===== config.mk =====
export PLATFORM = sky130hd
export DESIGN_NAME = apb_req_arbiter
export DESIGN_NICKNAME = d
export VERILOG_FILES = /design/src/rtl/apb_arb_pkg.sv /design/src/rtl/apb_arb_pick.sv /design/src/rtl/apb_req_arbiter.sv
export SDC_FILE = /design/constraint.sdc
export NUM_CORES = 1
export LEC_CHECK = 0
export BUFFER_PORTS_ARGS = -buffer_cell sky130_fd_sc_hd__buf_2
export CAP_MARGIN = 5
export CORE_AREA = 5 5 113 115
export CTS_BUF_LIST = sky130_fd_sc_hd__clkbuf_16
export DETAILED_ROUTE_END_ITERATION = 7
export DIE_AREA = 0 0 118 120
export SYNTH_ARGS = -nofsm -noshare
export SYNTH_HDL_FRONTEND = slang
export SYNTH_SLANG_ARGS = --single-unit
export TNS_END_PERCENT = 100

===== constraint.sdc =====
create_clock -name PCLK -period 1.6 [get_ports PCLK]
set_input_delay 0.16 -clock PCLK [delete_from_list [all_inputs] [get_ports PCLK]]
set_output_delay 0.16 -clock PCLK [all_outputs]
set_load 0.05 [all_outputs]

===== src/rtl/apb_arb_pkg.sv =====
// Shared types for the two-requester APB arbiter: FSM state, owner index,
// and the reset value of the round-robin history.
package apb_arb_pkg;

   typedef enum logic [1:0] {
      ST_IDLE  = 2'd0,
      ST_ISSUE = 2'd1,
      ST_WAIT  = 2'd2
   } state_e;

   typedef logic owner_t;

   // Requester 1 counts as the last owner out of reset, so requester 0 wins
   // the first contention.
   localparam owner_t LAST_OWNER_RST = 1'b1;

endpackage


===== src/rtl/apb_arb_pick.sv =====
// Next-owner selection. APB_ARB_ROUND_ROBIN_EN selects round-robin against
// last_owner; without it requester 0 always wins contention.
module apb_arb_pick
   import apb_arb_pkg::*;
(
   input  logic   req0,
   input  logic   req1,
`ifdef APB_ARB_ROUND_ROBIN_EN
   input  owner_t last_owner,
`endif
   output logic   any_req,
   output owner_t owner
);

   always_comb begin
      any_req = req0 | req1;
`ifdef APB_ARB_ROUND_ROBIN_EN
      if (req0 && req1) begin
         owner = ~last_owner;
      end else begin
         owner = req1;
      end
`else
      owner = ~req0;
`endif
   end

endmodule


===== src/rtl/apb_req_arbiter.sv =====
// Two-requester arbiter in front of the single APB master: serialises
// requests, pulses m_transfer once per grant and routes ready/rdata back to
// the owner. Arbitration policy set by APB_ARB_ROUND_ROBIN_EN.
//
// state    | meaning
// ---------+------------------------------------------------------------
// ST_IDLE  | no owner, grant 00; sample requests and latch the winner
// ST_ISSUE | m_transfer high for one cycle, owner's command on m_*
// ST_WAIT  | hold owner's command until m_ready, then pulse its ready
module apb_req_arbiter
   import apb_arb_pkg::*;
#(
   parameter int ADDR_W = 32,
   parameter int DATA_W = 32
) (
   input  logic              PCLK,
   input  logic              PRESET,

   input  logic              req0_transfer,
   input  logic              req0_write,
   input  logic [ADDR_W-1:0] req0_addr,
   input  logic [DATA_W-1:0] req0_wdata,
   output logic              req0_ready,
   output logic [DATA_W-1:0] req0_rdata,

   input  logic              req1_transfer,
   input  logic              req1_write,
   input  logic [ADDR_W-1:0] req1_addr,
   input  logic [DATA_W-1:0] req1_wdata,
   output logic              req1_ready,
   output logic [DATA_W-1:0] req1_rdata,

   output logic              m_transfer,
   output logic              m_write,
   output logic [ADDR_W-1:0] m_addr,
   output logic [DATA_W-1:0] m_wdata,
   input  logic              m_ready,
   input  logic [DATA_W-1:0] m_rdata,

   output logic [1:0]        grant
);

   state_e state_q, state_d;
   owner_t owner_q, owner_d;
   owner_t pick_owner;
   logic   any_req;
   logic   busy;
   logic   done;

`ifdef APB_ARB_ROUND_ROBIN_EN
   owner_t last_owner_q, last_owner_d;
`endif

   apb_arb_pick u_pick (
      .req0       (req0_transfer),
      .req1       (req1_transfer),
`ifdef APB_ARB_ROUND_ROBIN_EN
      .last_owner (last_owner_q),
`endif
      .any_req    (any_req),
      .owner      (pick_owner)
   );

   always_ff @(posedge PCLK) begin
      if (PRESET) begin
         state_q      <= ST_IDLE;
         owner_q      <= 1'b0;
`ifdef APB_ARB_ROUND_ROBIN_EN
         last_owner_q <= LAST_OWNER_RST;
`endif
      end else begin
         state_q      <= state_d;
         owner_q      <= owner_d;
`ifdef APB_ARB_ROUND_ROBIN_EN
         last_owner_q <= last_owner_d;
`endif
      end
   end

   always_comb begin
      state_d      = state_q;
      owner_d      = owner_q;
`ifdef APB_ARB_ROUND_ROBIN_EN
      last_owner_d = last_owner_q;
`endif
      case (state_q)
         ST_IDLE: begin
            if (any_req) begin
               state_d = ST_ISSUE;
               owner_d = pick_owner;
            end
         end
         ST_ISSUE: state_d = ST_WAIT;
         ST_WAIT: begin
            if (m_ready) begin
               state_d      = ST_IDLE;
`ifdef APB_ARB_ROUND_ROBIN_EN
               last_owner_d = owner_q;
`endif
            end
         end
         default: state_d = ST_IDLE;
      endcase
   end

   // The reset cycle suppresses completion so a reset in WAIT never leaks a
   // ready to the requester being abandoned.
   always_comb begin
      busy       = (state_q == ST_ISSUE) || (state_q == ST_WAIT);
      done       = (state_q == ST_WAIT) && m_ready && !PRESET;
      m_transfer = (state_q == ST_ISSUE);
      grant      = 2'b00;
      m_write    = 1'b0;
      m_addr     = '0;
      m_wdata    = '0;
      if (busy) begin
         grant   = owner_q ? 2'b10 : 2'b01;
         m_write = owner_q ? req1_write : req0_write;
         m_addr  = owner_q ? req1_addr  : req0_addr;
         m_wdata = owner_q ? req1_wdata : req0_wdata;
      end
      req0_ready = done && !owner_q;
      req1_ready = done && owner_q;
      req0_rdata = req0_ready ? m_rdata : '0;
      req1_rdata = req1_ready ? m_rdata : '0;
   end

endmodule

# == Word-level counts from Yosys, hierarchy flattened ==
# Index checks and enable logic that the tools add are counted.
# op_classes
eq_ne,4
n_mux,13
reduce_logical,10
bitwise_logic,2
# op_table
cell,count
$mux W32,6
$mux W2,4
$pmux W2 S3,1
$logic_and A1 B1 Y1,4
$ne A2 B2 Y1 const B,2
$reduce_and A2 Y1,2
$eq A2 B1 Y1 const B,1
$eq A2 B2 Y1 const B,1
$logic_not A1 Y1,2
$logic_not A2 Y1,1
$mux W1,2
$logic_or A1 B1 Y1,1
$not A1 Y1,1
$or A1 B1 Y1,1
# totals
reg_bits,3
out_inout_bits,134
inputBits,167
wordCells,31

# == Logic depth before layout (Yosys ltp) ==
# depth
depth_word,5
mapped_depth,5
depth_no_buf,5

# == Hierarchy ==
# Synthesis repeated with hierarchy kept, for this count alone.
# hier_totals
hier_cells,244
hier_area_um2,1833.0
# modules_own_cells
mod,n_inst,area_each_um2,cells_each
apb_req_arbiter,1,1823.0,242
apb_arb_pick,1,10.0,2

# == Worst setup path after synthesis ==
# OpenSTA, ideal clock, no wires.
# synth_path
kind,flip-flop to output port
from,register state_q[0]
to,output m_addr[22]
stages_incl_launch_ff,6
setup_slack_ns,-0.421
arrival_time_ns,1.861
path_cell_list,dfxtp_1 -> inv_1 -> ha_1 -> clkbuf_1 -> clkbuf_1 -> nor2b_1
# synth_via
elab_chain_len,3
elab_cells_between_ends,4
classes_between,eq/ne: 2; mux: 1; reduce/logical: 1
# synth_rtl
element,line_no,rtl
"start, declared",apb_req_arbiter.sv:43,"state_e state_q, state_d;"
"start signal, assigned",apb_req_arbiter.sv:72,state_q <= state_d;
$eq A2 B1 Y1 / $eq A2 B2 Y1 (equally long branches),apb_req_arbiter.sv:109,busy = (state_q == ST_ISSUE) || (state_q == ST_WAIT);
$logic_or A1 B1 Y1 *,apb_req_arbiter.sv:109,
$mux W32 *,apb_req_arbiter.sv:116,if (busy) begin
"end, declared",apb_req_arbiter.sv:35,"output logic [ADDR_W-1:0] m_addr,"
# Every way passes the cells marked *; elsewhere a longest branch is shown, timed or not.

# == Worst setup path in the final report ==
# layout_path
from,register state_q[1]
to,output req1_rdata[4]
# layout_via
elab_chain_len,5
# layout_rtl
element,line_no,rtl
$eq A2 B2 Y1,apb_req_arbiter.sv:110,done = (state_q == ST_WAIT) && m_ready && !PRESET;
$logic_and A1 B1 Y1 (2 in a row),apb_req_arbiter.sv:110,
$logic_and A1 B1 Y1,apb_req_arbiter.sv:123,req1_ready = done && owner_q;
$mux W32,apb_req_arbiter.sv:125,req1_rdata = req1_ready ? m_rdata : '0;
"end, declared",apb_req_arbiter.sv:31,"output logic [DATA_W-1:0] req1_rdata,"
# Every way passes these cells.

==> impl_results.md <==
- Result of the run: finished, violations left
- Violations in the final reports: negative setup slack
- HPWL Detailed: 7584 um
- Worst setup timing slack at the placement stage: 0.007359 ns
- Part of the cycle the worst path needs: 110.3%
- Die span in x: 118 um
- Synthesized area per cell: 7.650 um^2
- Number of enable-type register cells in the synthesized netlist: 0
- Clock latency reported for the late side of the worst-skew pair: 0.23 ns
- Area Growth Syn to Fin: 216.6%
- Element type at the critical path end: output port
- First-pass GRT wire length: 15,630 um
- Hold WC Path Type: input pin to register
- Number of antenna violations at the first check in global routing: 1
- Final worst setup slack: -0.1642 ns
- Largest net degree at the start of global routing: 34
- Vias in the first global route: 3,039
- Timing-limited maximum frequency: 0.5668 GHz
- Detailed-route DRC error count: 0
- CTS Buf Count: 3
- Worst-case vdd ir drop: 0.0006448 V
- Proportion of layout cells with a drive suffix above 1: 83.09%
- CTS Hold Bufs: 0
- Data arrival at the endpoint of the critical path: 1.60 ns
- Count of non-filler cells in the finished layout: 698
- Most frequent cells after synthesis: 67 x nor2b_1, 66 x mux2i_1, 65 x and2_1
- Clk sink count: 3
- Number of nets in the finished design: 721
- Total wire length: 11,580 um
- Final weighted congestion in routability-driven placement: 0.7615
- Total power consumption of the routed design: 5.316 mW
- DRC violation total after the first TritonRoute iteration: 39
- Post-synth top flop: dfxtp_1
- Count of boundary I/O pins: 301
- Netlist cell types: 18
- Critical path class: register to output port
- H-tree level count: 1
- Via count: 2,940
- IO Port Bufs: 300
- Detail-routed net length per standard cell: 16.59 um
- Overall overflow remaining after global route: 0
- Reg area: 68.82 um^2
- Number of register bits inferred by synthesis: 3
- Pwr Density: 926.3 nW/um^2
- Remaining antenna violation count after routing: 0
- Number of buffers on the longest clock path: 2
- Vias per cell: 4.212
- Ys Warns: 0
- Number of instances in the synthesized netlist: 237
- Static leakage power: 2.751 nW
- Post-synthesis instance area: 1813 um^2
- Pin slew with the least headroom to its limit: 0.3134 ns
- Post-route setup TNS: -12.69 ns
- CTS tree: yes
- Area occupied by multi-input gates: 2240 um^2
- Initial Utilization: 15.48%
- Worst relative slew slack: 78.51%
- Post-layout utilization of the core: 49.01%
- Async set or reset register ratio after synthesis: 0%
- Worst clock skew on the final layout: 0.001015 ns
- Required time of the worst setup path: 1.44 ns
- Die Height: 120 um
- Leading post-synthesis cells by cell area: mux2i_1 36%, nor2b_1 23%, and2_1 22%
- Filler Cell Count: 1,035
- Critical Path Fanout Max: 16
- Cell type with the largest total area after synthesis: mux2i_1
- Placeable Area: 11,710 um^2
- Global Route Usage Sum: 13.31%
- Synth top area share: 36.44%
- Cell at the root of the clock tree: clkbuf_16
- # setup viols final: 131
- RSZ-0062 raised after global routing: yes
- Final number of hold-violating endpoints: 0
- Register area share after synthesis: 3.313%
- Mapped Nets: 407
- Time the final worst path needs with I/O delays and setup: 1.764 ns
- Critical path startpoint category: register
- Inst Count DP: 673
- Max-Cap Viols: 0
- Max Slew Vio Count: 0
- Library cell with the highest instance count after synthesis: nor2b_1
- Total die area: 14,160 um^2
- Detailed Routing Iterations Pass 1: 4
- Clock transition at path regs: 0.03 ns
- Row cnt: 40
==> layer usage <==
metal  part of all wire, %  up-vias  global-route usage, %
met5                     0        -                      0
met4                  0.53        0                  2.007
met3                   8.8        6                  3.770
met2                    56      168                  26.52
met1                    35     1366                  13.94
li1                      -     1400                      -
==> stage by stage <==
step                hold slack [ns]  area, um^2
finish                       0.1216        5739
global route                 0.1257        5739
CTS                          0.1170        5356
detailed placement           0.3470        3815
global placement             0.3504        3815
floorplan                    0.2328        2110
==> cells by family after synthesis <==
group | after synthesis | synth area share (%)
simple gates | 137 | 47.55
fa+ha+maj | 3 | 2.071
compound gates | 4 | 1.587
mux | 66 | 36.44
flops | 3 | 3.313
buf+inv | 24 | 9.040
==> cells in the final DEF, fill, tap and decap left out, drive strengths merged <==
| cell | n |
|---|---|
| diode | 1 |
| o221a | 1 |
| dfxtp | 3 |
| a211oi | 1 |
| mux2i | 66 |
| nor2 | 1 |
| nor2b | 67 |
| and4bb | 1 |
| clkbuf | 8 |
| buf | 325 |
| and2 | 65 |
| inv | 4 |
| ha | 3 |
| a21oi | 2 |
| and4 | 1 |
| nand2 | 2 |
==> report_power, final <==
group / internal [mW] / switching (mW) / total (mW)
clock: 0.323 / 0.0752 / 0.398
sequential: 0.0908 / 0.0270 / 0.118
combinational: 2.39 / 2.41 / 4.80
total: 2.81 / 2.51 / 5.32
==> sequential cells by signal (all words and copies together), names as in the netlist <==
register	cells
state_q	2
owner_q	1
==> repair_timing <==
item,4_1_cts,5_1_grt
gates cloned,9,5
pin swaps,2,10
gates resized for setup,337,88
buffers inserted,7,2
endpoints found under the setup margin,133,133
==> worst max-delay path, stage by stage (launching register included) <==
cell and delay [ns]:
dfxtp_4 0.36, buf_12 0.10, ha_4 0.13, and4_4 0.27
clkbuf_16 0.18, and2_1 0.16, buf_6 0.17
==> worst paths after layout <==
kind	end	cells after the start	slack [ns]	from
max	req1_rdata[4]	6	-0.16	state_q[1]$_SDFFE_PP0P_
min	owner_q$_SDFFE_PP0P_	2	0.12	PRESET
max reg2reg	state_q[0]$_SDFFE_PP0P_	5	0.36	state_q[1]$_SDFFE_PP0P_
min reg2reg	state_q[1]$_SDFFE_PP0P_	3	0.63	state_q[1]$_SDFFE_PP0P_
==> cell type report <==
cell class | instances | share of cell area, %
antenna | 1 | 0.04360
clock buffer | 3 | 1.308
clock inverter | 1 | 0.06540
inverter | 3 | 0.2834
multi-input combinational | 210 | 39.02
sequential | 3 | 1.199
tap | 147 | 3.205
timing repair buffer | 330 | 54.87
(Power assumes the default switching activity.)
